**src/rtl/ppg_binsearch_ctrl_if.sv**
```systemverilog
`default_nettype none
// ============================================================================
//  Module      : ppg_binsearch_ctrl_if
//  Description : Host/clip-side signal bundle of the PPG calibration controller.
//  Revision    : 1.0  initial release
// ============================================================================
interface ppg_binsearch_ctrl_if;
    logic       start;
    logic [7:0] Vppg;
    logic       LED_RED;
    logic       LED_IR;
    logic [6:0] DC_Comp;
    logic [3:0] PGA_Gain;
    logic       busy;
    logic       done;
    logic [6:0] dc_red;
    logic [6:0] dc_ir;
    logic [3:0] pga_red;
    logic [3:0] pga_ir;

    // Host / clip side
    modport master (
        output start, Vppg,
        input  LED_RED, LED_IR, DC_Comp, PGA_Gain, busy, done,
        input  dc_red, dc_ir, pga_red, pga_ir
    );

    // Controller side
    modport slave (
        input  start, Vppg,
        output LED_RED, LED_IR, DC_Comp, PGA_Gain, busy, done,
        output dc_red, dc_ir, pga_red, pga_ir
    );
endinterface
`default_nettype wire

```
**src/rtl/ppg_binsearch_ctrl.sv**
```systemverilog
`default_nettype none
// ============================================================================
//  Module      : ppg_binsearch_ctrl
//  Description : Per-LED binary-search calibration of DC_Comp then PGA_Gain
//                for the fingerclip PPG channel (RED pass, then IR pass).
//  Revision    : 1.0  initial release
// ============================================================================
module ppg_binsearch_ctrl #(
    parameter int SETTLE_CYCLES = 16,
    parameter int WINDOW_CYCLES = 64,
    parameter int TARGET        = 128,
    parameter int LO_LIM        = 16,
    parameter int HI_LIM        = 239
) (
    input  logic                 clk,
    input  logic                 reset,
    ppg_binsearch_ctrl_if.slave  bus
);

    localparam int c_CNT_MAX = (SETTLE_CYCLES > WINDOW_CYCLES) ? SETTLE_CYCLES : WINDOW_CYCLES;
    localparam int c_CNT_W   = $clog2(c_CNT_MAX + 1);
    localparam bit c_HAS_SETTLE = (SETTLE_CYCLES > 0);

    localparam logic [c_CNT_W-1:0] c_SETTLE_LAST = c_CNT_W'(SETTLE_CYCLES - 1);
    localparam logic [c_CNT_W-1:0] c_WINDOW_LAST = c_CNT_W'(WINDOW_CYCLES - 1);
    localparam logic [8:0]         c_TARGET      = 9'(TARGET);
    localparam logic [7:0]         c_LO_LIM      = 8'(LO_LIM);
    localparam logic [7:0]         c_HI_LIM      = 8'(HI_LIM);
    localparam logic [2:0]         c_DC_MSB      = 3'd6;
    localparam logic [2:0]         c_PGA_MSB     = 3'd3;

    typedef enum logic [3:0] {
        S_IDLE       = 4'd0,
        S_LED_ON     = 4'd1,
        S_DC_TRIAL   = 4'd2,
        S_SETTLE     = 4'd3,
        S_MEAS       = 4'd4,
        S_DC_DECIDE  = 4'd5,
        S_PGA_TRIAL  = 4'd6,
        S_PGA_DECIDE = 4'd7,
        S_STORE      = 4'd8,
        S_LED_OFF    = 4'd9,
        S_DONE       = 4'd10
    } state_t;

    state_t               r_state;
    state_t               w_next;

    logic                 r_led_ir;     // 0: RED pass, 1: IR pass
    logic                 r_pga_phase;  // SETTLE/MEAS belong to the PGA search
    logic [2:0]           r_bit;
    logic [c_CNT_W-1:0]   r_cnt;
    logic [6:0]           r_dc;
    logic [3:0]           r_pga;
    logic [7:0]           r_min;
    logic [7:0]           r_max;
    logic [6:0]           r_dc_red;
    logic [6:0]           r_dc_ir;
    logic [3:0]           r_pga_red;
    logic [3:0]           r_pga_ir;

    logic [8:0]           w_sum;
    logic [8:0]           w_mid;
    logic                 w_dc_keep;
    logic                 w_pga_keep;
    logic [6:0]           w_dc_mask;
    logic [3:0]           w_pga_mask;
    logic                 w_led_active;
    logic                 w_cnt_run;

    // Decision terms; the 9-bit sum cannot overflow
    assign w_sum      = {1'b0, r_max} + {1'b0, r_min};
    assign w_mid      = w_sum >> 1;
    assign w_dc_keep  = (w_mid >= c_TARGET);
    assign w_pga_keep = (r_min >= c_LO_LIM) && (r_max <= c_HI_LIM);
    assign w_dc_mask  = 7'(7'd1 << r_bit);
    assign w_pga_mask = 4'(4'd1 << r_bit[1:0]);

    // ------------------------------------------------------------------
    // FSM state register
    // ------------------------------------------------------------------
    always_ff @(posedge clk) begin
        if (reset) begin
            r_state <= S_IDLE;
        end else begin
            r_state <= w_next;
        end
    end

    // ------------------------------------------------------------------
    // FSM next-state logic
    // ------------------------------------------------------------------
    always_comb begin
        w_next = r_state;
        case (r_state)
            S_IDLE: begin
                if (bus.start) begin
                    w_next = S_LED_ON;
                end
            end
            S_LED_ON: begin
                w_next = S_DC_TRIAL;
            end
            S_DC_TRIAL, S_PGA_TRIAL: begin
                w_next = c_HAS_SETTLE ? S_SETTLE : S_MEAS;
            end
            S_SETTLE: begin
                if (r_cnt == c_SETTLE_LAST) begin
                    w_next = S_MEAS;
                end
            end
            S_MEAS: begin
                if (r_cnt == c_WINDOW_LAST) begin
                    w_next = r_pga_phase ? S_PGA_DECIDE : S_DC_DECIDE;
                end
            end
            S_DC_DECIDE: begin
                w_next = (r_bit == 3'd0) ? S_PGA_TRIAL : S_DC_TRIAL;
            end
            S_PGA_DECIDE: begin
                w_next = (r_bit == 3'd0) ? S_STORE : S_PGA_TRIAL;
            end
            S_STORE: begin
                w_next = S_LED_OFF;
            end
            S_LED_OFF: begin
                w_next = r_led_ir ? S_DONE : S_LED_ON;
            end
            S_DONE: begin
                w_next = S_IDLE;
            end
            default: begin
                w_next = S_IDLE;
            end
        endcase
    end

    // A counter keeps running only while the FSM stays in SETTLE or MEAS
    assign w_cnt_run = (w_next == r_state) &&
                       ((r_state == S_SETTLE) || (r_state == S_MEAS));

    // ------------------------------------------------------------------
    // Search datapath and result registers
    // ------------------------------------------------------------------
    always_ff @(posedge clk) begin
        if (reset) begin
            r_led_ir    <= 1'b0;
            r_pga_phase <= 1'b0;
            r_bit       <= 3'd0;
            r_cnt       <= '0;
            r_dc        <= 7'd0;
            r_pga       <= 4'd0;
            r_min       <= 8'd0;
            r_max       <= 8'd0;
            r_dc_red    <= 7'd0;
            r_dc_ir     <= 7'd0;
            r_pga_red   <= 4'd0;
            r_pga_ir    <= 4'd0;
        end else begin
            r_cnt <= w_cnt_run ? c_CNT_W'(r_cnt + 1'b1) : '0;

            case (r_state)
                S_IDLE: begin
                    if (bus.start) begin
                        r_led_ir  <= 1'b0;
                        r_dc_red  <= 7'd0;
                        r_dc_ir   <= 7'd0;
                        r_pga_red <= 4'd0;
                        r_pga_ir  <= 4'd0;
                    end
                end
                S_LED_ON: begin
                    r_dc        <= 7'd0;
                    r_pga       <= 4'd0;
                    r_bit       <= c_DC_MSB;
                    r_pga_phase <= 1'b0;
                end
                S_DC_TRIAL: begin
                    r_dc <= r_dc | w_dc_mask;
                end
                S_PGA_TRIAL: begin
                    r_pga <= r_pga | w_pga_mask;
                end
                S_MEAS: begin
                    // First window sample seeds both extremes
                    if (r_cnt == '0) begin
                        r_min <= bus.Vppg;
                        r_max <= bus.Vppg;
                    end else begin
                        if (bus.Vppg < r_min) r_min <= bus.Vppg;
                        if (bus.Vppg > r_max) r_max <= bus.Vppg;
                    end
                end
                S_DC_DECIDE: begin
                    if (!w_dc_keep) begin
                        r_dc <= r_dc & ~w_dc_mask;
                    end
                    if (r_bit == 3'd0) begin
                        r_bit       <= c_PGA_MSB;
                        r_pga_phase <= 1'b1;
                    end else begin
                        r_bit <= 3'(r_bit - 3'd1);
                    end
                end
                S_PGA_DECIDE: begin
                    if (!w_pga_keep) begin
                        r_pga <= r_pga & ~w_pga_mask;
                    end
                    if (r_bit != 3'd0) begin
                        r_bit <= 3'(r_bit - 3'd1);
                    end
                end
                S_STORE: begin
                    if (r_led_ir) begin
                        r_dc_ir  <= r_dc;
                        r_pga_ir <= r_pga;
                    end else begin
                        r_dc_red  <= r_dc;
                        r_pga_red <= r_pga;
                    end
                    r_dc  <= 7'd0;
                    r_pga <= 4'd0;
                end
                S_LED_OFF: begin
                    r_led_ir <= 1'b1;
                end
                default: begin
                end
            endcase
        end
    end

    // ------------------------------------------------------------------
    // Outputs: LEDs decoded from state so LED_OFF/IDLE/DONE force both low
    // ------------------------------------------------------------------
    assign w_led_active = (r_state != S_IDLE) && (r_state != S_LED_OFF) &&
                          (r_state != S_DONE);

    assign bus.LED_RED  = w_led_active && !r_led_ir;
    assign bus.LED_IR   = w_led_active &&  r_led_ir;
    assign bus.DC_Comp  = r_dc;
    assign bus.PGA_Gain = r_pga;
    assign bus.busy     = w_led_active || (r_state == S_LED_OFF);
    assign bus.done     = (r_state == S_DONE);
    assign bus.dc_red   = r_dc_red;
    assign bus.dc_ir    = r_dc_ir;
    assign bus.pga_red  = r_pga_red;
    assign bus.pga_ir   = r_pga_ir;

endmodule
`default_nettype wire

```
**src/flat_wrapper.sv**
```systemverilog
// flat-port wrapper written by rule: the top's interface ports become plain ports
module ppg_binsearch_ctrl_flat 
#(
    parameter int SETTLE_CYCLES = 16,
    parameter int WINDOW_CYCLES = 64,
    parameter int TARGET        = 128,
    parameter int LO_LIM        = 16,
    parameter int HI_LIM        = 239
)
  (clk, reset, bus_start, bus_Vppg, bus_LED_RED, bus_LED_IR, bus_DC_Comp, bus_PGA_Gain, bus_busy, bus_done, bus_dc_red, bus_dc_ir, bus_pga_red, bus_pga_ir);
  ppg_binsearch_ctrl_if bus_i ();
  input  logic clk;
  input  logic reset;
  input wire logic [$bits(bus_i.start)-1:0] bus_start;
  input wire logic [$bits(bus_i.Vppg)-1:0] bus_Vppg;
  output wire logic [$bits(bus_i.LED_RED)-1:0] bus_LED_RED;
  output wire logic [$bits(bus_i.LED_IR)-1:0] bus_LED_IR;
  output wire logic [$bits(bus_i.DC_Comp)-1:0] bus_DC_Comp;
  output wire logic [$bits(bus_i.PGA_Gain)-1:0] bus_PGA_Gain;
  output wire logic [$bits(bus_i.busy)-1:0] bus_busy;
  output wire logic [$bits(bus_i.done)-1:0] bus_done;
  output wire logic [$bits(bus_i.dc_red)-1:0] bus_dc_red;
  output wire logic [$bits(bus_i.dc_ir)-1:0] bus_dc_ir;
  output wire logic [$bits(bus_i.pga_red)-1:0] bus_pga_red;
  output wire logic [$bits(bus_i.pga_ir)-1:0] bus_pga_ir;
  assign bus_i.start = bus_start;
  assign bus_i.Vppg = bus_Vppg;
  assign bus_LED_RED = bus_i.LED_RED;
  assign bus_LED_IR = bus_i.LED_IR;
  assign bus_DC_Comp = bus_i.DC_Comp;
  assign bus_PGA_Gain = bus_i.PGA_Gain;
  assign bus_busy = bus_i.busy;
  assign bus_done = bus_i.done;
  assign bus_dc_red = bus_i.dc_red;
  assign bus_dc_ir = bus_i.dc_ir;
  assign bus_pga_red = bus_i.pga_red;
  assign bus_pga_ir = bus_i.pga_ir;
  ppg_binsearch_ctrl #(.SETTLE_CYCLES(SETTLE_CYCLES), .WINDOW_CYCLES(WINDOW_CYCLES), .TARGET(TARGET), .LO_LIM(LO_LIM), .HI_LIM(HI_LIM)) u_core (.clk(clk), .reset(reset), .bus(bus_i));
endmodule
```
**config.mk**
```make
export PLATFORM = sky130hd
export DESIGN_NAME = ppg_binsearch_ctrl_flat
export DESIGN_NICKNAME = d
export VERILOG_FILES = /design/src/rtl/ppg_binsearch_ctrl_if.sv /design/src/rtl/ppg_binsearch_ctrl.sv /design/src/flat_wrapper.sv
export SDC_FILE = /design/constraint.sdc
export NUM_CORES = 1
export LEC_CHECK = 0
export ABC_AREA = 1
export CAP_MARGIN = 20
export CORE_MARGIN = 2
export CORE_UTILIZATION = 55
export DETAILED_ROUTE_END_ITERATION = 16
export GPL_TIMING_DRIVEN = 0
export HOLD_SLACK_MARGIN = 0.12
export MAX_ROUTING_LAYER = met4
export PLACE_DENSITY = 0.81
export SETUP_SLACK_MARGIN = 0.1
export SYNTH_ARGS = -nofsm -noshare
export SYNTH_HDL_FRONTEND = slang
export SYNTH_SLANG_ARGS = --single-unit
```
**constraint.sdc**
```tcl
create_clock -name clk -period 2 [get_ports clk]
set_input_delay 0.4 -clock clk [delete_from_list [all_inputs] [get_ports clk]]
set_output_delay 0.4 -clock clk [all_outputs]
set_load 0.05 [all_outputs]
```
==> impl_summary.txt <==
----------------------------------------------------
[Run status]
  Run status ... finished clean

[Critical path]
  Cell-by-cell trace of the critical path ... inv_2 > nand2_4 > inv_4 > nand2_2 > clkinvlp_4 > nor2_4 > nand2_4 > nor2_4 > buf_6
  Max FO, Critical Path ... 3
  R2R Path Start ... u_core.r_min[0]
  Worst Setup EP ... bus_LED_IR
  Critical path launch point type ... register
  Reg-to-reg setup timing slack ... 230 ps
  Data arrival time of the critical path ... 1540 ps
  CP required ... 1600 ps
  Worst setup path start ... u_core.r_state[2]
  Worst path slowest cell ... dfxtp_2
  Slowest Stage Delay on Critical Path ... 360 ps
  Endpoint of the worst register-to-register path ... u_core.bus.DC_Comp[6]
  Worst setup path category ... reg -> out
  Type of destination of the critical path ... primary output
  R2r worst-path depth ... 10

[Synth]
  Dominant combinational cell family by area after synthesis ... simple AND/OR/NAND/NOR gates
  Cell type with the highest aggregate area in the netlist ... dfxtp_1
  Compound-Gate Fraction of Synth Area ... 0.1788
  Count of flip-flops with a built-in enable after synthesis ... 0
  Number of distinct standard cells referenced by the synthesized netlist ... 34
  Simple-Gate Fraction of Synth Area ... 0.2568
  Share of synthesized cell area in full adder, half adder and majority cells ... 0.1040
  Count of yosys warnings during synthesis ... 0
  Synthesized Nets ... 542
  List of most frequent post-synthesis cells ... 92 x nand2_1, 65 x dfxtp_1, 64 x a21oi_1
  Synth top area cells ... dfxtp_1 37%, ha_1 9.8%, nand2_1 9.7%
  Cell count after synthesis ... 502
  Predominant post-synthesis flop cell ... dfxtp_1
  Fraction of synthesized cell area taken by the top area cell type ... 0.3653
  Register bit count reported by yosys ... 65
  XOR/XNOR share of the synthesized area ... 0.01229
  Sequential-to-total area share from yosys stat ... 0.3653
  Cell area after synthesis ... 0.003562 mm^2
  Synth async-reset ratio ... 0
  Top-count cell post-synth ... nand2_1
  Mux contribution to synthesized area ... 0
  Synthesized area per cell ... 7.096 um^2

[Power]
  Combinational power share ... 0.287
  Leakage power summed over all cells ... 2.105 nW
  Part of the power in the clock network ... 0.332
  Switching Fraction ... 0.3676
  Maximum ir drop on the vdd rail ... 870.9 uV
  Sequential group share of total power ... 0.381
  Internal power contribution ... 2.454 mW
  Pwr Total ... 3.881 mW
  PwrDens ... 862.2 mW/mm^2
  Switch Pwr ... 1.427 mW

[Die]
  Die width ... 84.48 um
  Placeable core region ... 0.006314 mm^2
  Top-level port count ... 48
  Site row count ... 29
  Initial core utilization ... 0.5642
  DIE AREA ... 0.007136 mm^2
  Overall die height ... 84.48 um

[Route]
  Vias per cell ... 5.705
  First-pass iteration count of the detailed router ... 5
  Vias after detailed routing ... 3674
  Antenna Violating Nets Remaining ... 0
  WL final ... 9.595 mm
  Initial drt markers ... 196
  Remaining DRCs ... 0
  Routed wire length per instance ... 14.90 um

[CTS]
  Root cell of the clock tree ... clkbuf_8
  Clock latency reported for the late side of the worst-skew pair ... 360 ps
  Reg clk slew, reported paths ... 80 ps
  Clock Sinks ... 65
  CTS tree ... done
  Maximum level of the CTS H-tree ... 3
  CTS buffer count ... 9
  Buffer depth of the longest clock path ... 2

[Timing]
  Slew HR ... 0.6401
  Final worst path period share ... 0.9687
  Crit path time final ... 1937 ps
  Slack of the critical path ... 62.57 ps
  Worst-case hold slack ... 462.8 ps
  Max-slew violation count ... 0
  Number of failing setup endpoints in the final timing report ... 0
  Unrepaired setup endpoints after global routing ... true
  Final clock skew ... 14.40 ps
  Total Negative Setup Slacks ... 0 ps
  Endpoints failing hold ... 0
  Worst slew pin tran ... 539.8 ps
  Maximum clock frequency ... 516.1 MHz

[Global route]
  Maximum number of pins on one net before global-route repair ... 13
  Wire length of the first global-routing pass ... 15.64 mm
  Total overflow reported by the global router ... 0
  Number of global-route vias before repair ... 3442
  GRT Util Overall ... 0.2812
  Initial antenna violation count ... 0

[Flow run]
  Number of maximum-capacitance constraint violations ... 0

[Cells and area]
  Finished Cell Area ... 0.004501 mm^2
  Count of nets after finishing ... 602
  Area added between synthesis and finish ... 26.34%
  Fraction of layout instances using a drive strength above 1 ... 0.1411
  Number of inserted diodes ... 0
  Count of fill cells added during filler insertion ... 548

[Placed design]
  # port buffers ... 47
  Pre-CTS worst setup slack ... -368.6 ps
  Placed Area ... 0.004172 mm^2
  Global placement routability congestion ... 0.9391
  HPWL after detailed placement ... 6.697 mm

[Min path]
  Min-delay worst type ... in -> reg

----------------------------------------------------
-- metrics by stage --
stage               utilization  instances
floorplan                     -        502
global placement         0.6607        626
detailed placement       0.6607        626
CTS                      0.6944        642
global route             0.7128        644
finish                   0.7128        644
-- metal layers --
metal / GRT usage / vias up / wire (um)
li1: - / 1776 / -
met2: 0.4488 / 158 / 4618
met4: 0.1183 / 0 / 251
met5: - / - / 0
met3: 0.05211 / 28 / 722
met1: 0.3509 / 1712 / 4002
-- cell usage in the layout (no fill, tap or decap), types with 7 or more instances in the layout --
cell	n
o21ai_0	31
clkbuf_1	7
dlymetal6s2s_1	9
inv_1	53
dfxtp_1	58
a21oi_1	63
ha_1	27
nand3_1	34
clkbuf_8	10
nor2_1	53
nand2_2	11
buf_2	7
nand2_1	83
dlygate4sd2_1	29
-- flip-flops by register name, summed over array words and instances, names as in the netlist --
name / cells
u_core.r_min: 8
u_core.r_led_ir: 1
u_core.r_cnt: 7
u_core.bus.pga_red: 4
u_core.bus.pga_ir: 4
u_core.r_max: 8
u_core.bus.PGA_Gain: 4
u_core.r_state: 4
u_core.bus.dc_ir: 7
u_core.bus.dc_red: 7
u_core.r_bit: 3
u_core.bus.DC_Comp: 7
u_core.r_pga_phase: 1
-- worst min-delay path by stage --
stage,from,to,slack (ps),depth (start not counted)
2_1_floorplan,u_core.r_cnt[0],u_core.r_cnt[0],430,1
6_report,bus_Vppg[7],u_core.r_min[7],460,5
4_1_cts,u_core.r_pga_phase,u_core.r_pga_phase,470,2
3_5_place_dp,u_core.r_cnt[0],u_core.r_cnt[0],460,1
3_3_place_gp,u_core.r_cnt[0],u_core.r_cnt[0],440,1
5_1_grt,bus_Vppg[7],u_core.r_max[7],490,5
-- layout make-up --
| type | instances | area [um^2] | share of cell area |
|---|---|---|---|
| tap | 77 | 96.34 | 0.02141 |
| clock inverter | 6 | 91.34 | 0.02029 |
| sequential | 65 | 1313 | 0.2916 |
| buffer | 17 | 88.84 | 0.01974 |
| clock buffer | 10 | 137.6 | 0.03058 |
| inverter | 59 | 230.2 | 0.05115 |
| multi-input combinational | 362 | 2081 | 0.4623 |
| timing repair buffer | 48 | 462.9 | 0.1029 |
-- worst max-delay path: cells and delay by family (launching register included) --
family | cells | cell delay (ps)
simple gates | 5 | 460
flops | 1 | 360
buf+inv | 4 | 360
-- logic make-up (layout without fill, tap and decap cells) --
family	count (synthesis)	after routing
fa+ha+maj	29	29
xor+xnor	5	5
simple gates	210	211
buf+inv	76	140
compound gates	117	117
flops	65	65
-- power by group through the flow --
| stage | clock, mW | sequential, mW | combinational, mW |
|---|---|---|---|
| floorplan | 0 | 1.78 | 0.499 |
| global placement | 0 | 1.50 | 1.10 |
| detailed placement | 0 | 1.50 | 1.12 |
| CTS | 1.30 | 1.47 | 1.09 |
| global route | 1.36 | 1.49 | 1.19 |
| finish | 1.29 | 1.48 | 1.11 |
-- repair_timing --
action                     4_1_cts  5_1_grt
hold buffers                     0        0
gates resized for setup         59       37
buffers inserted                 0        1
gates cloned                     0        1
pin swaps                        2        5
setup endpoints to repair       55       40
Note: power is estimated with default switching activity, not from simulation.
